===== config.mk =====
export PLATFORM = sky130hd
export DESIGN_NAME = instr_fetch_unit_flat
export DESIGN_NICKNAME = d
export VERILOG_FILES = /design/src/rtl/instr_fetch_unit_if.sv /design/src/rtl/instr_fetch_unit.sv /design/src/flat_wrapper.sv
export SDC_FILE = /design/constraint.sdc
export NUM_CORES = 1
export LEC_CHECK = 0
export BUFFER_PORTS_ARGS = -buffer_cell sky130_fd_sc_hd__buf_2
export CAP_MARGIN = 10
export CORE_MARGIN = 5
export CORE_UTILIZATION = 55
export CTS_CLUSTER_SIZE = 14
export DETAILED_ROUTE_END_ITERATION = 10
export GPL_TIMING_DRIVEN = 0
export PLACE_DENSITY = 0.8
export SYNTH_ARGS = -nofsm -noshare
export SYNTH_HDL_FRONTEND = slang
export SYNTH_SLANG_ARGS = --single-unit

===== constraint.sdc =====
create_clock -name clk -period 6.2 [get_ports clk]
set_clock_uncertainty 0.1 [all_clocks]
set_input_delay 0 -clock clk [delete_from_list [all_inputs] [get_ports clk]]
set_output_delay 0 -clock clk [all_outputs]
set_load 0.01 [all_outputs]

===== src/rtl/instr_fetch_unit_if.sv =====
// Fetch-unit bus bundle: instruction-memory req/gnt/rvalid channel, the
// execute redirect, and the valid/ready handshake towards decode.
// master = fetch unit, slave = memory/decode/execute environment.
interface instr_fetch_unit_if;
    logic        mem_req;
    logic [31:0] mem_addr;
    logic        mem_gnt;
    logic        mem_rvalid;
    logic [31:0] mem_rdata;
    logic        redirect_valid;
    logic [31:0] redirect_pc;
    logic        instr_valid;
    logic [31:0] instr;
    logic [31:0] instr_pc;
    logic        instr_ready;

    modport master (
        output mem_req, mem_addr, instr_valid, instr, instr_pc,
        input  mem_gnt, mem_rvalid, mem_rdata, redirect_valid, redirect_pc, instr_ready
    );

    modport slave (
        input  mem_req, mem_addr, instr_valid, instr, instr_pc,
        output mem_gnt, mem_rvalid, mem_rdata, redirect_valid, redirect_pc, instr_ready
    );
endinterface


===== src/rtl/instr_fetch_unit.sv =====
// Instruction fetch stage: PC, word fetches over req/gnt + rvalid, a DEPTH
// entry prefetch FIFO feeding decode, and redirect-driven flushing.
// Optional macro FETCH_MISALIGN_CHECK_EN: a redirect to an unaligned PC
// raises fetch_misaligned and halts fetching until an aligned redirect.
module instr_fetch_unit #(
    parameter int          DEPTH    = 2,
    parameter logic [31:0] RESET_PC = 32'h0000_0000
) (
    input  logic                clk,
    input  logic                rst,
    instr_fetch_unit_if.master  bus
`ifdef FETCH_MISALIGN_CHECK_EN
    ,
    output logic                fetch_misaligned
`endif
);
    localparam int PW = $clog2(DEPTH);
    localparam int CW = PW + 1;
    localparam logic [CW-1:0] DEPTH_C = CW'(DEPTH);

    typedef struct packed {
        logic [31:0] word;
        logic [31:0] pc;
    } fetch_entry_t;

    fetch_entry_t   fifo_mem [DEPTH];
    logic [PW-1:0]  wr_ptr, rd_ptr;
    logic [CW-1:0]  fifo_cnt;
    logic [CW-1:0]  outstanding;
    logic [CW-1:0]  drop;
    logic [31:0]    fetch_pc;
    logic [31:0]    resp_pc;
    logic           halted;

    logic           issue, drop_hit, push, pop;
    logic [CW-1:0]  outst_nxt;
    logic [31:0]    redir_pc_al;

`ifdef FETCH_MISALIGN_CHECK_EN
    typedef enum logic {RUN, HALT} fetch_state_t;
    fetch_state_t state;
    logic         redir_bad;
    assign redir_bad = |bus.redirect_pc[1:0];
    assign halted    = (state == HALT);
`else
    assign halted    = 1'b0;
`endif

    // Low address bits never reach the PC; fetches are always word aligned.
    assign redir_pc_al = bus.redirect_pc & ~32'h3;

    // Issue only while every in-flight request still has a FIFO slot reserved;
    // the redirect cycle issues nothing so the new path starts cleanly next cycle.
    assign bus.mem_req  = !rst && !halted && !bus.redirect_valid &&
                          ((outstanding + fifo_cnt) < DEPTH_C);
    assign bus.mem_addr = fetch_pc;

    assign issue     = bus.mem_req && bus.mem_gnt;
    assign outst_nxt = outstanding + CW'(issue) - CW'(bus.mem_rvalid);
    assign drop_hit  = bus.mem_rvalid && (drop != '0);
    assign push      = bus.mem_rvalid && !drop_hit && !bus.redirect_valid;
    assign pop       = bus.instr_valid && bus.instr_ready;

    // Decode sees only registered FIFO state.
    assign bus.instr_valid = (fifo_cnt != '0);
    assign bus.instr       = fifo_mem[rd_ptr].word;
    assign bus.instr_pc    = fifo_mem[rd_ptr].pc;

    // FIFO storage; only the pointers/count need reset.
    always_ff @(posedge clk) begin
        if (push)
            fifo_mem[wr_ptr] <= '{word: bus.mem_rdata, pc: resp_pc};
    end

    // PC, outstanding/drop bookkeeping, FIFO pointers and halt state.
    always_ff @(posedge clk) begin
        if (rst) begin
            fetch_pc    <= RESET_PC;
            resp_pc     <= RESET_PC;
            outstanding <= '0;
            drop        <= '0;
            wr_ptr      <= '0;
            rd_ptr      <= '0;
            fifo_cnt    <= '0;
`ifdef FETCH_MISALIGN_CHECK_EN
            state            <= RUN;
            fetch_misaligned <= 1'b0;
`endif
        end else begin
            outstanding <= outst_nxt;
            if (bus.redirect_valid) begin
                // Everything still in flight belongs to the old path.
                fetch_pc <= redir_pc_al;
                resp_pc  <= redir_pc_al;
                drop     <= outst_nxt;
                wr_ptr   <= '0;
                rd_ptr   <= '0;
                fifo_cnt <= '0;
`ifdef FETCH_MISALIGN_CHECK_EN
                if (redir_bad) begin
                    state            <= HALT;
                    fetch_misaligned <= 1'b1;
                end else begin
                    state            <= RUN;
                    fetch_misaligned <= 1'b0;
                end
`endif
            end else begin
                if (issue)
                    fetch_pc <= fetch_pc + 32'd4;
                if (drop_hit)
                    drop <= drop - 1'b1;
                if (push) begin
                    wr_ptr  <= wr_ptr + 1'b1;
                    resp_pc <= resp_pc + 32'd4;
                end
                if (pop)
                    rd_ptr <= rd_ptr + 1'b1;
                case ({push, pop})
                    2'b10:   fifo_cnt <= fifo_cnt + 1'b1;
                    2'b01:   fifo_cnt <= fifo_cnt - 1'b1;
                    default: ;
                endcase
            end
        end
    end
endmodule


===== src/flat_wrapper.sv =====
// flat-port wrapper written by rule: the top's interface ports become plain ports
module instr_fetch_unit_flat 
#(
    parameter int          DEPTH    = 2,
    parameter logic [31:0] RESET_PC = 32'h0000_0000
)
  (clk, rst, bus_mem_req, bus_mem_addr, bus_instr_valid, bus_instr, bus_instr_pc, bus_mem_gnt, bus_mem_rvalid, bus_mem_rdata, bus_redirect_valid, bus_redirect_pc, bus_instr_ready);
  instr_fetch_unit_if bus_i ();
  input  logic clk;
  input  logic rst;
  output wire logic [$bits(bus_i.mem_req)-1:0] bus_mem_req;
  output wire logic [$bits(bus_i.mem_addr)-1:0] bus_mem_addr;
  output wire logic [$bits(bus_i.instr_valid)-1:0] bus_instr_valid;
  output wire logic [$bits(bus_i.instr)-1:0] bus_instr;
  output wire logic [$bits(bus_i.instr_pc)-1:0] bus_instr_pc;
  input wire logic [$bits(bus_i.mem_gnt)-1:0] bus_mem_gnt;
  input wire logic [$bits(bus_i.mem_rvalid)-1:0] bus_mem_rvalid;
  input wire logic [$bits(bus_i.mem_rdata)-1:0] bus_mem_rdata;
  input wire logic [$bits(bus_i.redirect_valid)-1:0] bus_redirect_valid;
  input wire logic [$bits(bus_i.redirect_pc)-1:0] bus_redirect_pc;
  input wire logic [$bits(bus_i.instr_ready)-1:0] bus_instr_ready;
  assign bus_mem_req = bus_i.mem_req;
  assign bus_mem_addr = bus_i.mem_addr;
  assign bus_instr_valid = bus_i.instr_valid;
  assign bus_instr = bus_i.instr;
  assign bus_instr_pc = bus_i.instr_pc;
  assign bus_i.mem_gnt = bus_mem_gnt;
  assign bus_i.mem_rvalid = bus_mem_rvalid;
  assign bus_i.mem_rdata = bus_mem_rdata;
  assign bus_i.redirect_valid = bus_redirect_valid;
  assign bus_i.redirect_pc = bus_redirect_pc;
  assign bus_i.instr_ready = bus_instr_ready;
  instr_fetch_unit #(.DEPTH(DEPTH), .RESET_PC(RESET_PC)) u_core (.clk(clk), .rst(rst), .bus(bus_i));
endmodule

# Yosys cells after proc, flatten, opt, wreduce, memory -nomap -nowiden
# Memory sizes are Yosys's and may differ from the RTL's. A register that Yosys moved wholly into a read port is not among the register bits.
# Index checks and enable logic that the tools add are counted.
# W data, S select, Z words.
totals:
  regBits: 72
  mem_bits_rw: 128
  in_bits: 70
  out_inout_bits: 98
  wordCells: 51
  mem_count: 1
memory_table:
  columns: ["memory", "depth", "word_bits", "read_ports", "rd_ports_with_merged_regs", "write_ports", "line_no", "rtl"]
  rows:
  - ["u_core.fifo_mem", 2, 64, 1, 1, 1, "instr_fetch_unit.sv:26", "fetch_entry_t fifo_mem [DEPTH];"]
op_classes:
  add_sub_neg: 10
  n_lt_le_gt_ge: 1
  n_eq_ne: 2
  n_mux: 11
  reduce_logical: 17
ops:
  columns: ["operator", "count"]
  rows:
  - ["$mux W32", 4]
  - ["$add A32 B3 Y32 const B", 2]
  - ["$reduce_bool A2 Y1", 6]
  - ["$logic_and A1 B1 Y1", 7]
  - ["$mux W1", 4]
  - ["$mux W2", 2]
  - ["$pmux W2 S2", 1]
  - ["$sub A2 B1 Y2 const B", 2]
  - ["$logic_not A1 Y1", 3]
  - ["$add A1 B1 Y1 const B", 2]
  - ["$add A2 B1 Y2", 1]
  - ["$add A2 B1 Y2 const B", 1]
  - ["$add A2 B2 Y2", 1]
  - ["$eq A2 B1 Y1 const B", 1]
  - ["$eq A2 B2 Y1 const B", 1]
  - ["$lt A2 B2 Y1 const B", 1]
  - ["$reduce_or A2 Y1", 1]
  - ["$sub A2 B1 Y2", 1]

# Logic depth before layout (Yosys ltp)
# Gate-level depths: netlist (run 1).
depth:
  depth_word: 7
  ltp_mapped: 10
  ltp_nobuf: 9

# Worst setup path before layout (run 1)
# Ideal clock, no wire load.
synth_path:
  path_type: "register to register"
  startpoint: "reg u_core.drop[0]"
  endpoint: "mem u_core.fifo_mem[0][10] in the netlist's numbering (enable)"
  setup_ns: 0.482
  t_arrival_ns: 3.353
  required_time_ns: 5.618
  path_slack_ns: 2.264
  path_stages_with_launch: 5
  path_buffers: 0
  synth_period_minus_slack_ns: 3.936
  path_cell_list: "dfxtp_1 inv_1 ha_1 nand3_1 nor2_1"
synth_via:
  elab_chain_cells: 7
synth_lines:
  columns: ["item", "line_no", "rtl"]
  rows:
  - ["start: declaration", "instr_fetch_unit.sv:30", "logic [CW-1:0] drop;"]
  - ["start signal: assignment", "instr_fetch_unit.sv:95", "drop <= outst_nxt;"]
  - ["start signal: assignment", "instr_fetch_unit.sv:112", "drop <= drop - 1'b1;"]
  - ["$reduce_bool A2 Y1", "instr_fetch_unit.sv:60", "assign drop_hit = bus.mem_rvalid && (drop != '0);"]
  - ["$logic_and A1 B1 Y1", "instr_fetch_unit.sv:60", null]
  - ["$logic_not A1 Y1", "instr_fetch_unit.sv:61", "assign push = bus.mem_rvalid && !drop_hit && !bus.redirect_valid;"]
  - ["$logic_and A1 B1 Y1 (2 in a row)", "instr_fetch_unit.sv:61", null]
  - ["$mux W1", "instr_fetch_unit.sv:71", "if (push)"]
  - ["$mux W1 (not written as such)", "instr_fetch_unit.sv:72", "fifo_mem[wr_ptr] <= '{word: bus.mem_rdata, pc: resp_pc};"]
  - ["end: declaration", "instr_fetch_unit.sv:26", null]
# Every way passes these cells.

# Worst setup path after layout (run 1)
layout_path:
  startpoint: "reg u_core.fifo_cnt[1]"
  endpoint: "reg u_core.drop[1]"
layout_via:
  elab_chain_cells: 7
layout_lines:
  columns: ["item", "line_no", "rtl"]
  rows:
  - ["start: declaration", "instr_fetch_unit.sv:28", "logic [CW-1:0] fifo_cnt;"]
  - ["start signal: assignment", "instr_fetch_unit.sv:120", "2'b10: fifo_cnt <= fifo_cnt + 1'b1;"]
  - ["start signal: assignment", "instr_fetch_unit.sv:121", "2'b01: fifo_cnt <= fifo_cnt - 1'b1;"]
  - ["$add A2 B2 Y2", "instr_fetch_unit.sv:55", "((outstanding + fifo_cnt) < DEPTH_C);"]
  - ["$lt A2 B2 Y1", "instr_fetch_unit.sv:55", null]
  - ["$logic_and A1 B1 Y1", "instr_fetch_unit.sv:54", "assign bus.mem_req = !rst && !halted && !bus.redirect_valid &&"]
  - ["$logic_and A1 B1 Y1", "instr_fetch_unit.sv:58", "assign issue = bus.mem_req && bus.mem_gnt;"]
  - ["$add A2 B1 Y2", "instr_fetch_unit.sv:59", "assign outst_nxt = outstanding + CW'(issue) - CW'(bus.mem_rvalid);"]
  - ["$sub A2 B1 Y2", "instr_fetch_unit.sv:59", null]
  - ["$mux W2", "instr_fetch_unit.sv:91", "if (bus.redirect_valid) begin"]
# Every way passes these cells.
# A chain may end at the register's enable or synchronous reset.

==> results of run 1 <==
[per-layer routing]
layer | share of wire [%] | GRT usage [%] | vias to the layer above
met5 | 0 | 0 | -
met1 | 42 | 29.4 | 2808
met2 | 48 | 36.2 | 280
met3 | 8.5 | 6.39 | 27
li1 | - | - | 2843
met4 | 1.7 | 6.93 | 0
[synthesized netlist by cell type (all sizes together) (18+ instances only)]
| library cell | n | area, um^2 |
|---|---|---|
| dfxtp | 69 | 1380 |
| nor2 | 22 | 82.6 |
| nand3 | 19 | 100 |
| xor2 | 25 | 219 |
| nand2 | 26 | 97.6 |
| inv | 39 | 146 |
| xnor2 | 39 | 342 |
| nand4 | 24 | 156 |
| edfxtp | 124 | 3720 |
| a21boi | 50 | 375 |
| clkbuf | 21 | 78.8 |
| mux2 | 63 | 709 |
| nor4 | 18 | 200 |
| a21oi | 31 | 155 |
[sequential cells by signal, summed over array words and instances, names as in the netlist, named ones only]
name,cells
u_core.fifo_mem,124
u_core.bus.mem_addr,30
u_core.resp_pc,30
u_core.drop,2
u_core.fifo_cnt,2
u_core.outstanding,2
u_core.rd_ptr,1
u_core.wr_ptr,1
[worst max-delay path: stages, from the launching register on]
cell	delay, ps
dfxtp_1	340
xnor2_1	360
mux2i_1	360
buf_2	340
nor2_1	80
ha_1	210
xor2_1	170
xnor2_1	140
nor2_1	70
nand2_1	80
o21ai_0	70
[worst max path at each step]
stage	startpoint	to	depth (start not counted)
after global placement	bus_redirect_valid	u_core.fifo_mem[1][52]$_DFFE_PP_	5
after CTS	u_core.fifo_cnt[1]$_SDFFE_PP0P_	u_core.drop[1]$_SDFFE_PP0P_	10
final	u_core.fifo_cnt[1]$_SDFFE_PP0P_	u_core.drop[1]$_SDFFE_PP0P_	10
after detailed placement	u_core.fifo_cnt[1]$_SDFFE_PP0P_	u_core.drop[1]$_SDFFE_PP0P_	10
after global routing	u_core.fifo_cnt[1]$_SDFFE_PP0P_	u_core.drop[1]$_SDFFE_PP0P_	10
after floorplan	u_core.drop[0]$_SDFFE_PP0P_	u_core.fifo_mem[0][10]$_DFFE_PP_	4
[logic make-up (layout without fill, tap and decap cells)]
logic type,after synthesis,after routing,share of synthesized area [%]
AOI/OAI and AO/OA,95,95,7.48
xor gates and xnor gates,64,64,6.73
adders and majority gates,6,6,0.902
buffers and inverters,72,334,3.76
DFF,193,193,61.3
muxes,66,66,8.88
other,1,4,0.0450
and+or+nand+nor,149,149,10.9
[per-stage QoR]
stage	total power, mW	setup WS (ps)	cell area (um^2)
floorplan	1.69	2260	8340
global placement	1.81	861	9370
detailed placement	1.82	3750	9460
CTS	2.89	3730	10700
global route	3.00	3590	10700
finish	2.88	3730	10700
[layout make-up]
cell class	count	area share (%)
well taps	188	2.20
repair buffers	230	14.5
clock buffers	22	4.24
inverters	39	1.37
multi-input cells	384	27.4
clock inverters	10	1.05
flip-flops and latches	193	47.7
plain buffers	33	1.56
[power by group through the flow]
stage / Combinational, mW / Sequential (mW) / Clock [mW]
3_3_place_gp: 0.282 / 1.52 / 0
6_report: 0.337 / 1.50 / 1.05
5_1_grt: 0.368 / 1.51 / 1.12
4_1_cts: 0.335 / 1.50 / 1.06
3_5_place_dp: 0.298 / 1.52 / 0
2_1_floorplan: 0.173 / 1.52 / 0
==> results by group, run 1 <==
Status
  – Outcome: finished, final reports clean

Clock network
  – Setup bufs post-CTS: 0
  – CTS Hold Buffers Added: 67
  – Root Buffer: clkbuf_16
  – Worst skew pair latency: 430 ps
  – CTS Buf Count: 17
  – Clock Pin Slew Worst Setup and Hold Paths: 70 ps
  – Depth of the CTS H-tree: 4
  – CTS resizes: 0
  – Clock buffer depth: 2
  – Clk sink count: 193
  – CTS tree: done

Timing
  – Slew margin rel.: 61.4%
  – Max Slew Vio Count: 0
  – Setup Total Neg Slack: 0 ps
  – Count of final setup violators: 0
  – Hold slack: 78.0 ps
  – Peak Freq: 0.406 GHz
  – Tcrit/Tclk final: 39.8%
  – Worst Tran Pin Value: 574 ps
  – Unrepaired setup endpoints after global routing: false
  – Post-layout min period: 2470 ps
  – Hold Vio Cnt, Final: 0

Worst setup path
  – Worst r2r dst: u_core.drop[1]$_SDFFE_PP0P_
  – Setup CP Type: reg2reg
  – WP data required: 6390 ps
  – R2R setup slack: 3730 ps
  – R2R cell count: 10
  – CP Capture Type: flip-flop
  – Reg2Reg Launch Point: u_core.fifo_cnt[1]$_SDFFE_PP0P_
  – Worst EP arrival: 2660 ps
  – Worst-path maximum fanout: 10
  – Crit path launch type: flip-flop

Layout
  – Register area: 5100 um^2
  – N_diodes: 0
  – Nets: 974
  – Layout area overhead: 28.5%
  – Most frequent cells in the layout: buf_2, edfxtp_1, dfxtp_1
  – Share of cells above drive strength 1: 30.5%
  – Filler instances: 1005
  – Non-Filler Instances: 1099
  – Final Util: 71.2%
  – Commonest non-fill, non-tap cell in the layout: buf_2
  – Area of the multi-input gates: 2930 um^2

Worst hold path
  – Worst hold path cell count: 3
  – Min-Delay Startpoint: bus_redirect_valid
  – Hold Path Class: in2reg
  – WHS Endpoint: u_core.resp_pc[10]$_SDFFE_PP0P_

Flow run
  – Max Cap Viol: 0

Route
  – Via Count: 5958
  – DR vias/cell: 5.42
  – DR pass1 iterations: 5
  – Drc violations: 0
  – Routed Antenna Nets: 0
  – Wirelength, routed: 19700 um
  – Drt wl/cell: 18.0 um
  – Violation count after the first detailed-route iteration: 341

Place
  – IO Port Bufs: 159
  – RePlAce Congestion: 0.921
  – Placed cell count: 1000
  – DP HPWL: 13500 um

Synth
  – Ys Warns: 0
  – Synth cell types: 45
  – Post-Syn Instances: 646
  – Number of synthesized register bits: 193
  – Post-synth EDFFs: 124
  – Synth Flop Type: edfxtp_1
  – Seq/Total Area, Yosys: 61.3%
  – FFs w/ async S/R, synth: 0%
  – Synth Cell Area: 8330 um^2
  – Syn_area_per_cell: 12.9 um^2

GRT
  – Vias in the first global route: 6153
  – Initial antenna violation count: 0
  – First-pass GRT wire length: 31700 um
  – GR Overflow Total: 0
  – GRT Resource Usage Total: 22.4%
  – Largest net degree at the start of global routing: 27

Power and ir drop
  – VDD IR max: 0.249 mV
  – Clock Power Share: 36.3%
  – Sw frac: 23.4%
  – Flop pwr share: 52.0%
  – Combinational Power Share: 11.7%
  – Pleak: 4.08 nW
  – Switching pwr: 676 uW
  – Internal power: 2.21 mW
  – Pwr per Cell Area: 270 nW/um^2

Floorplanning
  – Die W: 133 um
  – Die ar.: 17700 um^2
  – Core box area: 15000 um^2
  – Ports: 168
  – Initial core utilization: 55.4%
  – Die span in y: 133 um
  – Cell row count: 45
(Power assumes the default switching activity.)
==> run 2: changes to the inputs <==
- clock period: 6.2 -> 2.4 ns (I/O delays scaled with it)
==> results by group, run 2 (synthesized netlist as in run 1, its figures left out) <==
GRT
  – Met2 usage: 38.5%
  – GR Overflow Total: 0
  – Largest net degree at the start of global routing: 33
  – Global Route met1 Usage: 29.3%
  – Met3 Track Usage GR: 4.68%
  – Initial antenna violation count: 0
  – GRT Resource Usage Total: 22.8%
  – Vias in the first global route: 6301
  – First-pass GRT wire length: 32100 um
  – Busiest grt layer: met2

Clock network
  – Depth of the CTS H-tree: 4
  – Root Buffer: clkbuf_16
  – Clock Pin Slew Worst Setup and Hold Paths: 70 ps
  – CTS tree: done
  – Clock buffer depth: 2
  – Clk sink count: 193
  – CTS Buf Count: 17
  – Worst skew pair latency: 430 ps

Layout
  – Commonest non-fill, non-tap cell in the layout: buf_2
  – Max reg flops: 124
  – Non-Filler Instances: 1095
  – Final Util: 71.1%
  – Register area: 5110 um^2
  – Top register by number of flip-flops: u_core.fifo_mem
  – Area of the multi-input gates: 2970 um^2
  – Most frequent cells in the layout: buf_2, edfxtp_1, dfxtp_1
  – Nets: 970
  – N_diodes: 0
  – Filler instances: 992
  – Layout area overhead: 28.4%
  – Share of cells above drive strength 1: 31.8%

Power and ir drop
  – VDD IR max: 0.510 mV
  – Pwr per Cell Area: 694 nW/um^2
  – Total power: 7.42 mW
  – Pleak: 4.07 nW

Worst setup path
  – Crit path launch type: flip-flop
  – CP peak stage delay: 560 ps
  – WP data required: 2610 ps
  – Worst EP arrival: 2520 ps
  – R2R setup slack: 100 ps
  – Worst-path maximum fanout: 10
  – Crit path cell chain: nand4_1 > or4_1 > buf_6 > buf_12 > nor4_2 > xnor2_1 > o21ai_1
  – Setup CP Type: reg2reg
  – R2R cell count: 7
  – Slowest CP cell: or4_1
  – CP Capture Type: flip-flop

Route
  – DR vias/cell: 5.47
  – Drt wl/cell: 18.3 um
  – DR pass1 iterations: 5
  – Via Count: 5993
  – Wirelength, routed: 20000 um
  – Violation count after the first detailed-route iteration: 327
  – Routed Antenna Nets: 0
  – Drc violations: 0

Place
  – IO Port Bufs: 159
  – DP HPWL: 13500 um
  – RePlAce Congestion: 0.895
  – Placed cell count: 998

Floorplanning
  – Die W: 133 um
  – Die ar.: 17700 um^2
  – Die span in y: 133 um
  – Core box area: 15000 um^2
  – Cell row count: 45
  – Ports: 168
  – Initial core utilization: 55.4%

Timing
  – Worst Tran Pin Value: 910 ps
  – Unrepaired setup endpoints after global routing: false
  – Max Slew Vio Count: 0
  – Post-layout min period: 2300 ps
  – Peak Freq: 0.434 GHz
  – Tcrit/Tclk final: 96.0%
  – Count of final setup violators: 0
  – Hold slack: 80.7 ps
  – Slew margin rel.: 39.2%
  – Hold Vio Cnt, Final: 0

Status
  – Outcome: finished, final reports clean

Worst hold path
  – Hold Path Class: in2reg
  – Worst hold path cell count: 3

Flow run
  – Max Cap Viol: 0
[run 2: final timing paths]
check | from | endpoint
worst min register to register | u_core.resp_pc[31]$_SDFFE_PP0P_ | u_core.fifo_mem[0][31]$_DFFE_PP_
worst max register to register | u_core.resp_pc[10]$_SDFFE_PP0P_ | u_core.resp_pc[30]$_SDFFE_PP0P_
worst max-delay path | u_core.resp_pc[10]$_SDFFE_PP0P_ | u_core.resp_pc[30]$_SDFFE_PP0P_
worst min-delay path | bus_redirect_valid | u_core.resp_pc[10]$_SDFFE_PP0P_
[run 2: power breakdown]
group / switching (mW) / internal (mW) / leakage (nW)
sequential: 0.147 / 3.73 / 1.72
clock: 1.16 / 1.50 / 0.280
combinational: 0.462 / 0.418 / 2.08
total: 1.77 / 5.65 / 4.07
[run 2: through the flow]
stage,setup TNS [ps],cell area [um^2],worst slack (ps)
after floorplan,-64630,8340,-521
after global placement,-181680,9370,-1470
after detailed placement,-10650,9420,-170
after CTS,0,10700,22.2
after global routing,0,10700,4.79
final,0,10700,95.5
[run 2: timing repair]
action                                  4_1_cts  5_1_grt
resized for setup                             3       12
hold buffers                                 66        0
pin swaps                                     0        3
gates cloned                                  0        0
setup buffers                                 0        0
endpoints found under the setup margin       65       80
hold endpoints to repair                    128        0
[run 2: worst max-delay path: cells and delay by family, from the launching register on]
family	cells	cell delay [ps]
simple gates	3	1030
flops	1	480
buf+inv	2	310
xor+xnor	1	180
compound gates	1	70
[run 2: cell type report]
cell class	instances	share of cell area [%]
clock buffer	25	4.83
buffer	32	1.61
inverter	39	1.37
multi-input combinational	384	27.8
tap	188	2.20
clock inverter	7	0.445
timing repair buffer	227	14.0
sequential	193	47.7
[run 2: layer usage]
metal  share of wire (%)  vias to the layer above
met5                   0                        -
li1                    -                     2835
met2                  49                      290
met4                 2.2                        0
met1                  42                     2827
met3                 7.4                       41
